$ cat src/rtl/seven_seg_scan_driver.sv
// Multiplexed hex display driver: scans D = N/4 digits, each lit for COUNT_MAX
// clocks, with frame-synchronous value capture and optional leading-zero blanking.
module seven_seg_scan_driver #(
  parameter int N         = 16,
  parameter int COUNT_MAX = 100000,
  parameter bit BLANK_LZ  = 1'b0
) (
  input  logic         clk,
  input  logic         reset,
  input  logic [N-1:0] ToDisplay,
  input  logic         Enable,
  output logic [6:0]   Segments,
  output logic [7:0]   Anodes,
  output logic         DP
);

  localparam int D  = N / 4;
  localparam int CW = (COUNT_MAX > 1) ? $clog2(COUNT_MAX) : 1;
  localparam int IW = (D > 1) ? $clog2(D) : 1;
  localparam logic [CW-1:0] CNT_LAST = CW'(COUNT_MAX - 1);
  localparam logic [IW-1:0] IDX_LAST = IW'(D - 1);

  function automatic logic [6:0] hex_to_seg(input logic [3:0] nib);
    logic [6:0] seg;
    case (nib)
      4'h0:    seg = 7'h40;
      4'h1:    seg = 7'h79;
      4'h2:    seg = 7'h24;
      4'h3:    seg = 7'h30;
      4'h4:    seg = 7'h19;
      4'h5:    seg = 7'h12;
      4'h6:    seg = 7'h02;
      4'h7:    seg = 7'h78;
      4'h8:    seg = 7'h00;
      4'h9:    seg = 7'h10;
      4'hA:    seg = 7'h08;
      4'hB:    seg = 7'h03;
      4'hC:    seg = 7'h46;
      4'hD:    seg = 7'h21;
      4'hE:    seg = 7'h06;
      4'hF:    seg = 7'h0E;
      default: seg = 7'h7F;
    endcase
    return seg;
  endfunction

  logic [CW-1:0] r_count;
  logic [IW-1:0] r_idx;
  logic [N-1:0]  r_snap;

  logic          w_tick;
  logic          w_frame_end;
  logic [3:0]    w_nib;
  logic          w_lz;
  logic          w_dark;
  logic [7:0]    w_anodes;

  assign w_tick      = (r_count == CNT_LAST);
  assign w_frame_end = w_tick && (r_idx == IDX_LAST);
  assign DP          = 1'b1;

  // Nibble of the current digit, and whether it is a blankable leading zero
  // (everything from this digit upward is zero; digit 0 never qualifies).
  always_comb begin
    w_nib = 4'h0;
    w_lz  = 1'b0;
    for (int i = 0; i < D; i++) begin
      w_nib = (r_idx == IW'(i)) ? r_snap[4*i +: 4] : w_nib;
      w_lz  = (r_idx == IW'(i)) ? ((i != 0) && ((r_snap >> (4*i)) == {N{1'b0}})) : w_lz;
    end
  end

  // One-hot active-low digit enable; digits above D-1 stay dark.
  always_comb begin
    w_anodes = 8'hFF;
    for (int i = 0; i < D; i++) begin
      w_anodes[i] = (r_idx == IW'(i)) ? 1'b0 : 1'b1;
    end
  end

  assign w_dark = !Enable || (BLANK_LZ && w_lz);

  // Refresh counter, digit index, frame snapshot and registered outputs.
  always_ff @(posedge clk) begin
    if (reset) begin
      r_count  <= '0;
      r_idx    <= '0;
      r_snap   <= '0;
      Anodes   <= 8'hFF;
      Segments <= 7'h7F;
    end else begin
      r_count <= w_tick ? '0 : r_count + CW'(1);
      if (w_tick) begin
        r_idx <= (r_idx == IDX_LAST) ? '0 : r_idx + IW'(1);
      end
      if (w_frame_end) begin
        r_snap <= ToDisplay;
      end
      Anodes   <= w_dark ? 8'hFF : w_anodes;
      Segments <= w_dark ? 7'h7F : hex_to_seg(w_nib);
    end
  end

endmodule

$ cat config.mk
export PLATFORM = sky130hd
export DESIGN_NAME = seven_seg_scan_driver
export DESIGN_NICKNAME = d
export VERILOG_FILES = /design/src/rtl/seven_seg_scan_driver.sv
export SDC_FILE = /design/constraint.sdc
export NUM_CORES = 1
export LEC_CHECK = 0
export CAP_MARGIN = 10
export CORE_MARGIN = 8
export CORE_UTILIZATION = 40
export DETAILED_ROUTE_END_ITERATION = 8
export PLACE_DENSITY_LB_ADDON = 0.2
export RECOVER_POWER = 100
export SKIP_LAST_GASP = 1
export SLEW_MARGIN = 20
export SYNTH_ARGS = -nofsm -noshare
export SYNTH_HDL_FRONTEND = slang
export SYNTH_SLANG_ARGS = --single-unit
$ cat constraint.sdc
create_clock -name clk -period 3.1 [get_ports clk]
set_input_delay 0.62 -clock clk [delete_from_list [all_inputs] [get_ports clk]]
set_output_delay 0.62 -clock clk [all_outputs]
set_load 0.05 [all_outputs]
# After elaboration in Yosys (flattened, before gate mapping)
# Memories as Yosys holds them, arrays and structs flattened. A register that Yosys moved wholly into a read port is not among the register bits.
# Index checks and enable logic that the tools add are counted.
# Widths: inputs -> output; s select.
classes:
  add_sub_neg: 2
  eq_ne: 4
  n_mux: 9
  n_bitwise: 1
  reduce_logical: 4
ops:
  columns: ["operator", "count"]
  rows:
  - ["$add 17x1->17 const B", 1]
  - ["$eq 17x17->1 const B", 1]
  - ["$mux 4", 4]
  - ["$eq 2x2->1 const B", 2]
  - ["$mux 1", 4]
  - ["$reduce_or 2->1", 2]
  - ["$add 2x1->2 const B", 1]
  - ["$eq 2x1->1 const B", 1]
  - ["$logic_not 2->1", 1]
  - ["$mux 2", 1]
  - ["$logic_and 1x1->1", 1]
  - ["$not 1->1", 1]
totals:
  register_bits: 43
  romBits: 112
  inputBits: 19
  output_inout_bits: 16
  elab_cells: 26
  mem_count: 1
mem_list:
  columns: ["name", "words", "width", "rd", "rd_clocked_by_memory_dff", "write_ports", "line_no", "rtl"]
  rows:
  - ["(no name shown)", 16, 7, 1, 1, 0, "25", "case (nib)"]

# Depth between registers and ports, before layout
# Gate-level depths: netlist of run 1.
depth:
  depth_word: 5
  depth_mapped: 10
  ltp_nobuf: 10

# Least setup slack after synthesis of run 1
# OpenSTA, ideal clock, no wires.
synth_timing:
  kind: "register to register"
  start: "register r_idx[0]"
  end: "register Segments[3]"
  setup_time_ns: 0.143
  t_arrival_ns: 2.133
  t_required_ns: 2.957
  setup_slack_ns: 0.824
  path_stages_with_launch: 10
  path_buffers: 0
  synth_period_minus_slack_ns: 2.276
  path_cell_list: "dfxtp_1 > inv_1 > ha_1 > or2_2 > a221oi_1 > a221o_1 > inv_1 > ha_1 > a2111oi_0 > a31oi_1"
synth_via:
  elab_chain_len: 5
  word_cells_on_any_way: 8
  cone_classes: "eq/ne: 3; mux: 4; reduce/logical: 1"
synth_rtl:
  columns: ["item", "line_no", "rtl"]
  rows:
  - ["start: declaration", "48", "logic [IW-1:0] r_idx;"]
  - ["start signal: assignment", "94", "r_idx <= (r_idx == IDX_LAST) ? '0 : r_idx + IW'(1);"]
  - ["$logic_not 2->1", "68", "w_nib = (r_idx == IW'(i)) ? r_snap[4*i +: 4] : w_nib;"]
  - ["$mux 4 (3 in a row)", "68", null]
  - ["$mux 4 *", "68", null]
  - ["end: declaration", "12", "output logic [6:0] Segments,"]
# Every way passes the cells marked *; elsewhere a longest branch is shown, timed or not.
# A chain may end at the register's enable or synchronous reset.

# Worst setup path in the final report of run 1
layout_timing:
  start: "register r_count[6]"
  end: "register r_count[15]"
layout_via:
  elab_chain_len: 2
  word_cells_on_any_way: 3
  cone_classes: "add/sub: 1; eq/ne: 1; reduce/logical: 1"
layout_rtl:
  columns: ["item", "line_no", "rtl"]
  rows:
  - ["start: declaration", "47", "logic [CW-1:0] r_count;"]
  - ["start signal: assignment", "92", "r_count <= w_tick ? '0 : r_count + CW'(1);"]
  - ["branches (longest 2 deep; another with $add 17x1->17)", null, null]
# Parallel ways; which one is timed is not known.

==> results.toml, run 1 <==
[outcome]
outcome = "complete, no violations"

[timing]
slew_headroom_pct = 28.3
clock_skew_ns = 0.00512
final.min_clock_period_ns = 2.68
drv_slew = 0
fin_ws_ns = 0.416
grt_setup_unrepaired = "false"
setup_violations = 0
tns_ns = 0
clock.fmax_mhz = 373
tightest_slew_ns = 1.07
finalHoldViolations = 0
finalCritPeriodShare_pct = 86.6
whs_ns = 0.472

[final_layout]
nets = 286
multi_input_area_mm2 = 0.00109
fillCellCount = 516
areaGrowthSynthToFinish_pct = 18.1
drive_gt1_share_pct = 5.06
antenna_cells = 0
seq_area_um2 = 921

[route]
antenna_left = 0
wl_per_cell_um = 12.5
drcViolationCount = 0
first_iter_violations = 99
drt-pass1-iter-count = 4
dr_total_vias = 1552
routed_wl_mm = 4.10
vias_per_cell = 4.75

[synth]
yosys_most_used_dff = "dfxtp_1"
yosysWarnings = 0
yosysMostFrequentCell = "dfxtp_1"
syn_inst = 229
syn_area_mm2 = 0.00214
avgSynthCellArea_um2 = 9.36
synth_top_area_share_pct = 42.9
synthDistinctLibCells = 41
synth-edff-count = 0
synthTopCellsByCount = "dfxtp_1 (46), nor2_1 (41), mux2i_1 (21)"
yosysSeqAreaShare_pct = 42.9
synth_top_area_cell = "dfxtp_1"
ys_ff_latch = 46
synthTopCellsByArea = "dfxtp_1 (43%), mux2i_1 (9.8%), nor2_1 (7.2%)"
ys_async_sr_fraction_pct = 0

[place]
post-place-ws_ns = 0.530
io_buffer_count = 29
gp_congestion = 0.828
dp_hpwl_mm = 3.01

[critical_path]
worstSetupPathType = "flop to flop"
arrival_ns = 2.85
cp-start-kind = "flop"
critPathCaptureType = "flop"
critPathMaxFanout = 15
worstPathRequired_ns = 3.27

[floorplanning]
rows = 26
dieArea_mm2 = 0.00796
core_mm2 = 0.00514
io_pins = 35
die_x_um = 89.2
die_h_um = 89.2
start_util_pct = 41.7

[clock_tree]
cts_tree = "done"
root_buffer = "clkbuf_8"
clk_path_buf_depth = 2
holdBufCountCts = 0
cts.reportedPaths.clkPinSlew_ns = 0.08
cts_resized = 0
clock-sinks = 46
cts_setup_buffers = 0
clock_latency_ns = 0.30
htree_num_levels = 2
numCtsBuffers = 5

[run]
drv_cap = 0

[global_routing]
overflow = 0
grt_max_degree = 21
antenna_found_initial = 0
grt_pass1_wl_mm = 7.25
grt_usage_pct = 11.7
grt_pass1_vias = 1535

[power_and_ir_drop]
ir_drop_mv = 0.292
power.density_mw_per_mm2 = 420
leakagePower_nw = 1.09
total_power_mw = 1.06

[hold_path]
hold_class = "flop to flop"
critical path, stage by stage, from the launching register on:
cell	delay [ns]
dfxtp_1	0.35
or4_2	0.66
nor4_1	0.88
or2_1	0.56
nor2_1	0.10
layer usage:
metal | GRT usage (%) | part of all wire, %
met5 | 0 | 0
met4 | 4.08 | 0.61
met3 | 4.04 | 6.3
met2 | 17.7 | 42
met1 | 15.0 | 51
cell families after synthesis:
group                      Yosys count  share of synthesized area [%]
and+or+nand+nor                     90                           21.2
DFF                                 46                           42.9
buffers and inverters               25                           5.89
AOI/OAI and AO/OA                   21                           7.82
muxes                               21                           9.80
xor gates and xnor gates            14                           5.72
adders and majority gates           11                           6.42
other                                1                          0.175
state kept, by name, indices dropped and copies added, names as in the netlist:
register and cells:
r_count 17, r_snap 16, Segments 7, Anodes 4, r_idx 2
final timing paths:
path	startpoint	endpoint	slack (ns)	cells after the start
min	r_count[0]$_SDFF_PP0_	r_count[0]$_SDFF_PP0_	0.47	1
min reg2reg	r_count[0]$_SDFF_PP0_	r_count[0]$_SDFF_PP0_	0.47	1
max	r_count[6]$_SDFF_PP0_	r_count[15]$_SDFF_PP0_	0.42	4
max reg2reg	r_count[6]$_SDFF_PP0_	r_count[15]$_SDFF_PP0_	0.42	4
layout by cell type, fill, tap and decap left out, types with 3 or more instances in the layout:
master	synthesis	layout
a21oi_1	3	3
a221o_1	3	3
and3_1	3	3
clkbuf_8	0	6
clkdlybuf4s50_1	0	17
conb_1	1	5
dfxtp_1	46	46
dlygate4sd3_1	0	12
ha_1	11	11
inv_1	11	11
mux2i_1	21	21
nand2_1	14	14
nand2b_1	3	3
nand3_1	4	4
nand4_1	3	3
nor2_1	41	41
nor2b_1	4	4
nor3_1	3	3
nor3b_1	3	3
o221ai_1	4	4
xnor2_1	6	6
xor2_1	8	8
area by class of cell:
| class | count | area share [%] |
|---|---|---|
| clock buffer | 6 | 3.26 |
| multi-input combinational | 162 | 43.2 |
| sequential | 46 | 36.3 |
| inverter | 11 | 1.63 |
| clock inverter | 2 | 0.494 |
| tap | 70 | 3.46 |
| timing repair buffer | 30 | 11.6 |
power breakdown:
group	total, mW	switching [mW]	internal (mW)	leakage, nW
combinational	0.0822	0.0498	0.0323	0.670
clock	0.379	0.200	0.179	0.0472
sequential	0.603	0.00403	0.598	0.373
total	1.06	0.254	0.810	1.09
per-stage QoR:
step           instances  area [um2]  utilization [%]
6_report             327        2530             49.3
5_1_grt              327        2530             49.3
4_1_cts              327        2550             49.7
3_5_place_dp         319        2460             47.9
3_3_place_gp         319        2460             47.9
2_1_floorplan        233        2160                -
Power figures use the tool's default switching activity.
==> run 2: changes to the inputs <==
Settings changed: ABC_AREA from default to 1.
==> run 2 against run 1 <==
Global-route usage rose by 0.75 points. Setup slack gained 0.34 ns. Sequential cell count did not move. Die area is 11% higher. Non-clock buffer count rose by 2. Critical path depth grew 7. Critical endpoint is now Segments[3]$_SDFF_PP1_. Largest cell class unchanged.
==> results.toml, run 2 <==
[outcome]
outcome = "complete, no violations"

[global_routing]
grt_pass1_vias = 2131
antenna_found_initial = 0
grt_pass1_wl_mm = 9.05
grt_max_degree = 20
grt_usage_pct = 12.4
overflow = 0

[critical_path]
r2r_slack_ns = 0.75
arrival_ns = 2.52
rr_endpoint = "Segments[3]$_SDFF_PP1_"
crit_chain = "inv_1 -> ha_1 -> a21oi_1 -> nand2_1 -> a21boi_0 -> inv_1 -> ha_1 -> nand2_1 -> nand2_1 -> nand2_1 -> nand3_1"
slowest_delay_ns = 0.52
endpoint = "Segments[3]$_SDFF_PP1_"
critPathSlowestCell = "a21boi_0"
cpMostUsedCell = "nand2_1"
reg2reg_depth = 11
rr_startpoint = "r_idx[0]$_SDFFE_PP0N_"
worstPathRequired_ns = 3.28
worstSetupPathType = "flop to flop"
cp-startpoint = "r_idx[0]$_SDFFE_PP0N_"
critPathMaxFanout = 9
cp-start-kind = "flop"
critPathCaptureType = "flop"

[final_layout]
fillCellCount = 616
layout_commonest_cell = "nand2_1"
drive_gt1_share_pct = 4.66
biggestRegsByFlops = "r_count x17, r_snap x16, Segments x7"
largest_reg_flops = 17
final_cell_mix = "nand2_1 (83), nor2_1 (61), dfxtp_1 (46), inv_1 (46), nand3_1 (27)"
areaGrowthSynthToFinish_pct = 16.1
nets = 415
fin_util_pct = 47.9
antenna_cells = 0
regMostFlops = "r_count"

[synth]
yosysMostFrequentCell = "nand2_1"
synthTopCellsByArea = "dfxtp_1 (38%), nand2_1 (13%), nor2_1 (9.4%)"
synth-edff-count = 0
yosysSeqAreaShare_pct = 37.9
synth_top_area_share_pct = 37.9
synth_top_area_cell = "dfxtp_1"
syn_area_mm2 = 0.00243
synthTopCellsByCount = "nand2_1 (82), nor2_1 (61), dfxtp_1 (46)"
yosysWarnings = 0
yosys_most_used_dff = "dfxtp_1"
synthDistinctLibCells = 30
ys_async_sr_fraction_pct = 0
avgSynthCellArea_um2 = 6.80
ys_ff_latch = 46
syn_inst = 357

[floorplanning]
die_h_um = 93.9
rows = 28
io_pins = 35
die_x_um = 93.9
core_mm2 = 0.00589
dieArea_mm2 = 0.00882
start_util_pct = 41.2

[power_and_ir_drop]
total_power_mw = 1.07
power.density_mw_per_mm2 = 379
leakagePower_nw = 1.18
ir_drop_mv = 0.355

[hold_path]
hold_class = "flop to flop"

[route]
wl_per_cell_um = 11.3
drcViolationCount = 0
drt-pass1-iter-count = 4
first_iter_violations = 82
antenna_left = 0
routed_wl_mm = 5.19
vias_per_cell = 4.73
dr_total_vias = 2179

[clock_tree]
htree_num_levels = 2
cts_setup_buffers = 0
clk_path_buf_depth = 2
clock_latency_ns = 0.29
cts_tree = "done"
holdBufCountCts = 0
clock-sinks = 46
root_buffer = "clkbuf_8"
cts.reportedPaths.clkPinSlew_ns = 0.08
cts_resized = 0
numCtsBuffers = 5

[timing]
setup_violations = 0
clock_skew_ns = 0.00713
finalHoldViolations = 0
drv_slew = 0
final.min_clock_period_ns = 2.35
grt_setup_unrepaired = "false"
clock.fmax_mhz = 426
tightest_slew_ns = 0.648
finalCritPeriodShare_pct = 75.7
slew_headroom_pct = 56.4
tns_ns = 0

[place]
io_buffer_count = 29
dp_hpwl_mm = 4.01
gp_congestion = 0.838

[run]
drv_cap = 0
run 2: changes by cell type in the layout (fill, tap and decap cells not counted), moves of 4 or more:
cell	delta
a21oi_1	+12
inv_1	+35
inv_2	+5
mux2i_1	-21
nand2_1	+69
nand3_1	+23
nand4_1	+18
nor2_1	+20
nor2b_1	-4
o221ai_1	-4
xnor2_1	-6
xor2_1	-4
run 2: cells by family after synthesis:
kind of cell               share of synthesized area, %
and+or+nand+nor                                    38.1
buffers and inverters                              11.9
DFF                                                37.9
AOI/OAI and AO/OA                                  4.85
adders and majority gates                          5.67
xor gates and xnor gates                           1.44
other                                             0.154
run 2: routing by layer:
| metal | vias to the layer above | wire length [um] | track usage (%) |
|---|---|---|---|
| met5 | - | 0 | 0 |
| met4 | 0 | 61 | 3.70 |
| met3 | 6 | 215 | 3.28 |
| met2 | 33 | 2620 | 22.9 |
| met1 | 973 | 2290 | 13.5 |
| li1 | 1167 | - | - |
run 2: area by class of cell:
| class | instances | area, um2 | share of cell area (%) |
|---|---|---|---|
| well taps | 75 | 93.8 | 3.33 |
| multi-input cells | 248 | 1200 | 42.7 |
| repair buffers | 32 | 313 | 11.1 |
| clock buffers | 7 | 86.3 | 3.06 |
| inverters | 52 | 195 | 6.92 |
| clock inverters | 1 | 5.00 | 0.178 |
| flip-flops and latches | 46 | 921 | 32.7 |
run 2: how the worst min path moves through the flow:
stage | start | end | slack [ns] | cells past startpoint
2_1_floorplan | r_count[0]$_SDFF_PP0_ | r_count[0]$_SDFF_PP0_ | 0.42 | 1
3_3_place_gp | r_count[0]$_SDFF_PP0_ | r_count[0]$_SDFF_PP0_ | 0.43 | 1
3_5_place_dp | r_count[0]$_SDFF_PP0_ | r_count[0]$_SDFF_PP0_ | 0.45 | 1
4_1_cts | r_count[0]$_SDFF_PP0_ | r_count[0]$_SDFF_PP0_ | 0.46 | 1
5_1_grt | r_count[0]$_SDFF_PP0_ | r_count[0]$_SDFF_PP0_ | 0.48 | 1
6_report | r_count[0]$_SDFF_PP0_ | r_count[0]$_SDFF_PP0_ | 0.45 | 1
run 2: per-stage QoR:
step	cell area, um2	hold slack [ns]	worst slack [ns]	cells
6_report	2820	0.452	0.754	461
5_1_grt	2820	0.476	0.386	461
4_1_cts	2850	0.459	0.924	461
3_5_place_dp	2760	0.446	0.942	453
3_3_place_gp	2760	0.430	1.06	453
2_1_floorplan	2440	0.418	1.16	361
run 2: report_power, final:
| part | leakage [nW] | total [mW] | internal, mW | switching (mW) |
|---|---|---|---|---|
| clock network | 0.0482 | 0.377 | 0.180 | 0.196 |
| registers | 0.373 | 0.601 | 0.598 | 0.00276 |
| logic | 0.762 | 0.0911 | 0.0353 | 0.0558 |
run 2: critical path: cells and delay by family, from the launching register on:
kind	cells	cell delay, ns
buf+inv	2	0.27
simple gates	5	0.33
flops	1	0.40
compound gates	2	0.67
fa+ha+maj	2	0.56
==> run 3: changes to the inputs <==
Clock period 3.1 ns to 2.1 ns, I/O delays scaled along.
==> run 3 against run 2 <==
Worst hold slack got worse by 0.00067 ns. Non-clock buffer count increased by 4. Clock skew decreased by 0.0035 ns. Clock power increased by 120%. Critical path depth decreased by 10. Final area increased by 3.2%. First-iteration DRC count decreased by 7.3%. Highest routed layer unchanged. Setup slack got worse by 0.56 ns.
==> results.toml, run 3 (synthesis results as in run 2) <==
[outcome]
outcome = "complete, no violations"

[global_routing]
overflow = 0
antenna_found_initial = 0
grt_usage_pct = 12.5
grt_pass1_wl_mm = 9.03
grt_max_degree = 19
grt_pass1_vias = 2016

[critical_path]
crit_family = "buffers and inverters"
crit_chain = "dlygate4sd3_1"
worstSetupPathType = "flop to output pin"
critPathCaptureType = "output pin"
cp_num_buf_inv = 1
slowest_delay_ns = 0.87
cp-start-kind = "flop"
arrival_ns = 1.49
worstPathRequired_ns = 1.68
critPathMaxFanout = 1
critPathSlowestCell = "dlygate4sd3_1"

[floorplanning]
core_mm2 = 0.00589
die_x_um = 93.9
die_h_um = 93.9
io_pins = 35
rows = 28
start_util_pct = 41.2
dieArea_mm2 = 0.00882

[power_and_ir_drop]
leakagePower_nw = 1.22
power.density_mw_per_mm2 = 630
ir_drop_mv = 0.364

[final_layout]
largest_reg_flops = 17
antenna_cells = 0
fin_util_pct = 49.4
biggestRegsByFlops = "r_count x17, r_snap x16, Segments x7"
regMostFlops = "r_count"
fin_cells = 465
areaGrowthSynthToFinish_pct = 19.9
fillCellCount = 610
nets = 419
final_cell_mix = "nand2_1 (83), nor2_1 (61), dfxtp_1 (45)"
seq_area_um2 = 922
layout_commonest_cell = "nand2_1"
multi_input_area_mm2 = 0.00122
drive_gt1_share_pct = 6.92
finalInstanceArea_mm2 = 0.00291

[place]
gp_congestion = 0.851
dp.cells = 457
dp_hpwl_mm = 4.08
placed_cell_area_mm2 = 0.00279
post-place-ws_ns = -0.0812
io_buffer_count = 29

[timing]
finalHoldViolations = 0
drv_slew = 0
finalCritPeriodShare_pct = 90.7
final.min_clock_period_ns = 1.91
clock.fmax_mhz = 525
slew_headroom_pct = 57.0
fin_ws_ns = 0.194
setup_violations = 0
grt_setup_unrepaired = "false"
tightest_slew_ns = 0.644
clock_skew_ns = 0.00363

[route]
drt-met1-wl_mm = 2.34
drcViolationCount = 0
routed.top_layer = "met4"
antenna_left = 0
wl_per_cell_um = 11.3
wl_met3_um = 191
vias_per_cell = 4.65
routed_wl_mm = 5.25
wl_met2_mm = 2.65
dr_total_vias = 2161
first_iter_violations = 76
drt-pass1-iter-count = 4

[clock_tree]
numCtsBuffers = 5
holdBufCountCts = 0
cts.reportedPaths.clkPinSlew_ns = 0.09
root_buffer = "clkbuf_8"
clock_latency_ns = 0.30
htree_num_levels = 2
clk_path_buf_depth = 2
cts_tree = "done"
clock-sinks = 46

[hold_path]
hold_class = "flop to flop"

[run]
drv_cap = 0
[run 3: changes by cell type in the layout (fill, tap and decap cells not counted), sizes merged]
cell and change:
inv -1, bufinv +2, clkbuf +2, buf +1
[run 3: area by class of cell]
type / instances / area share [%]
clock buffer: 6 / 2.84
clock inverter: 2 / 2.06
inverter: 52 / 6.71
multi-input combinational: 248 / 42.0
sequential: 46 / 31.7
tap: 75 / 3.22
timing repair buffer: 36 / 11.4
[run 3: power by group]
group | total, mW | leakage (nW) | internal [mW] | switching (mW)
Combinational | 0.135 | 0.773 | 0.0529 | 0.0824
Clock | 0.812 | 0.0714 | 0.508 | 0.304
Sequential | 0.888 | 0.374 | 0.883 | 0.00419
Total | 1.83 | 1.22 | 1.44 | 0.390
[run 3: final timing paths]
check	start	to	slack (ns)	cells after the start
setup / recovery	Anodes[2]$_SDFF_PP1_	Anodes[2]	0.19	1
hold / removal	r_count[0]$_SDFF_PP0_	r_count[0]$_SDFF_PP0_	0.45	1
setup reg to reg	r_idx[1]$_SDFFE_PP0N_	Segments[3]$_SDFF_PP1_	0.23	11
hold reg to reg	r_count[0]$_SDFF_PP0_	r_count[0]$_SDFF_PP0_	0.45	1
[run 3: per-stage QoR]
stage          TNS [ns]  hold slack, ns  total power [mW]
2_1_floorplan         0           0.418             0.998
3_3_place_gp          0           0.432              1.05
3_5_place_dp     -0.243           0.441              1.05
4_1_cts               0           0.455              1.86
5_1_grt               0           0.480              1.91
6_report              0           0.452              1.83
[run 3: metal layers]
| layer | vias to the layer above | track usage, % |
|---|---|---|
| met2 | 22 | 22.5 |
| met4 | 0 | 3.57 |
| li1 | 1177 | - |
| met3 | 8 | 2.80 |
| met5 | - | 0 |
| met1 | 954 | 14.3 |
[run 3: what timing repair did]
item / 4_1_cts / 5_1_grt
resized for setup: 1 / 6
setup endpoints to repair: 5 / 7
setup buffers: 0 / 0
gates cloned: 0 / 0
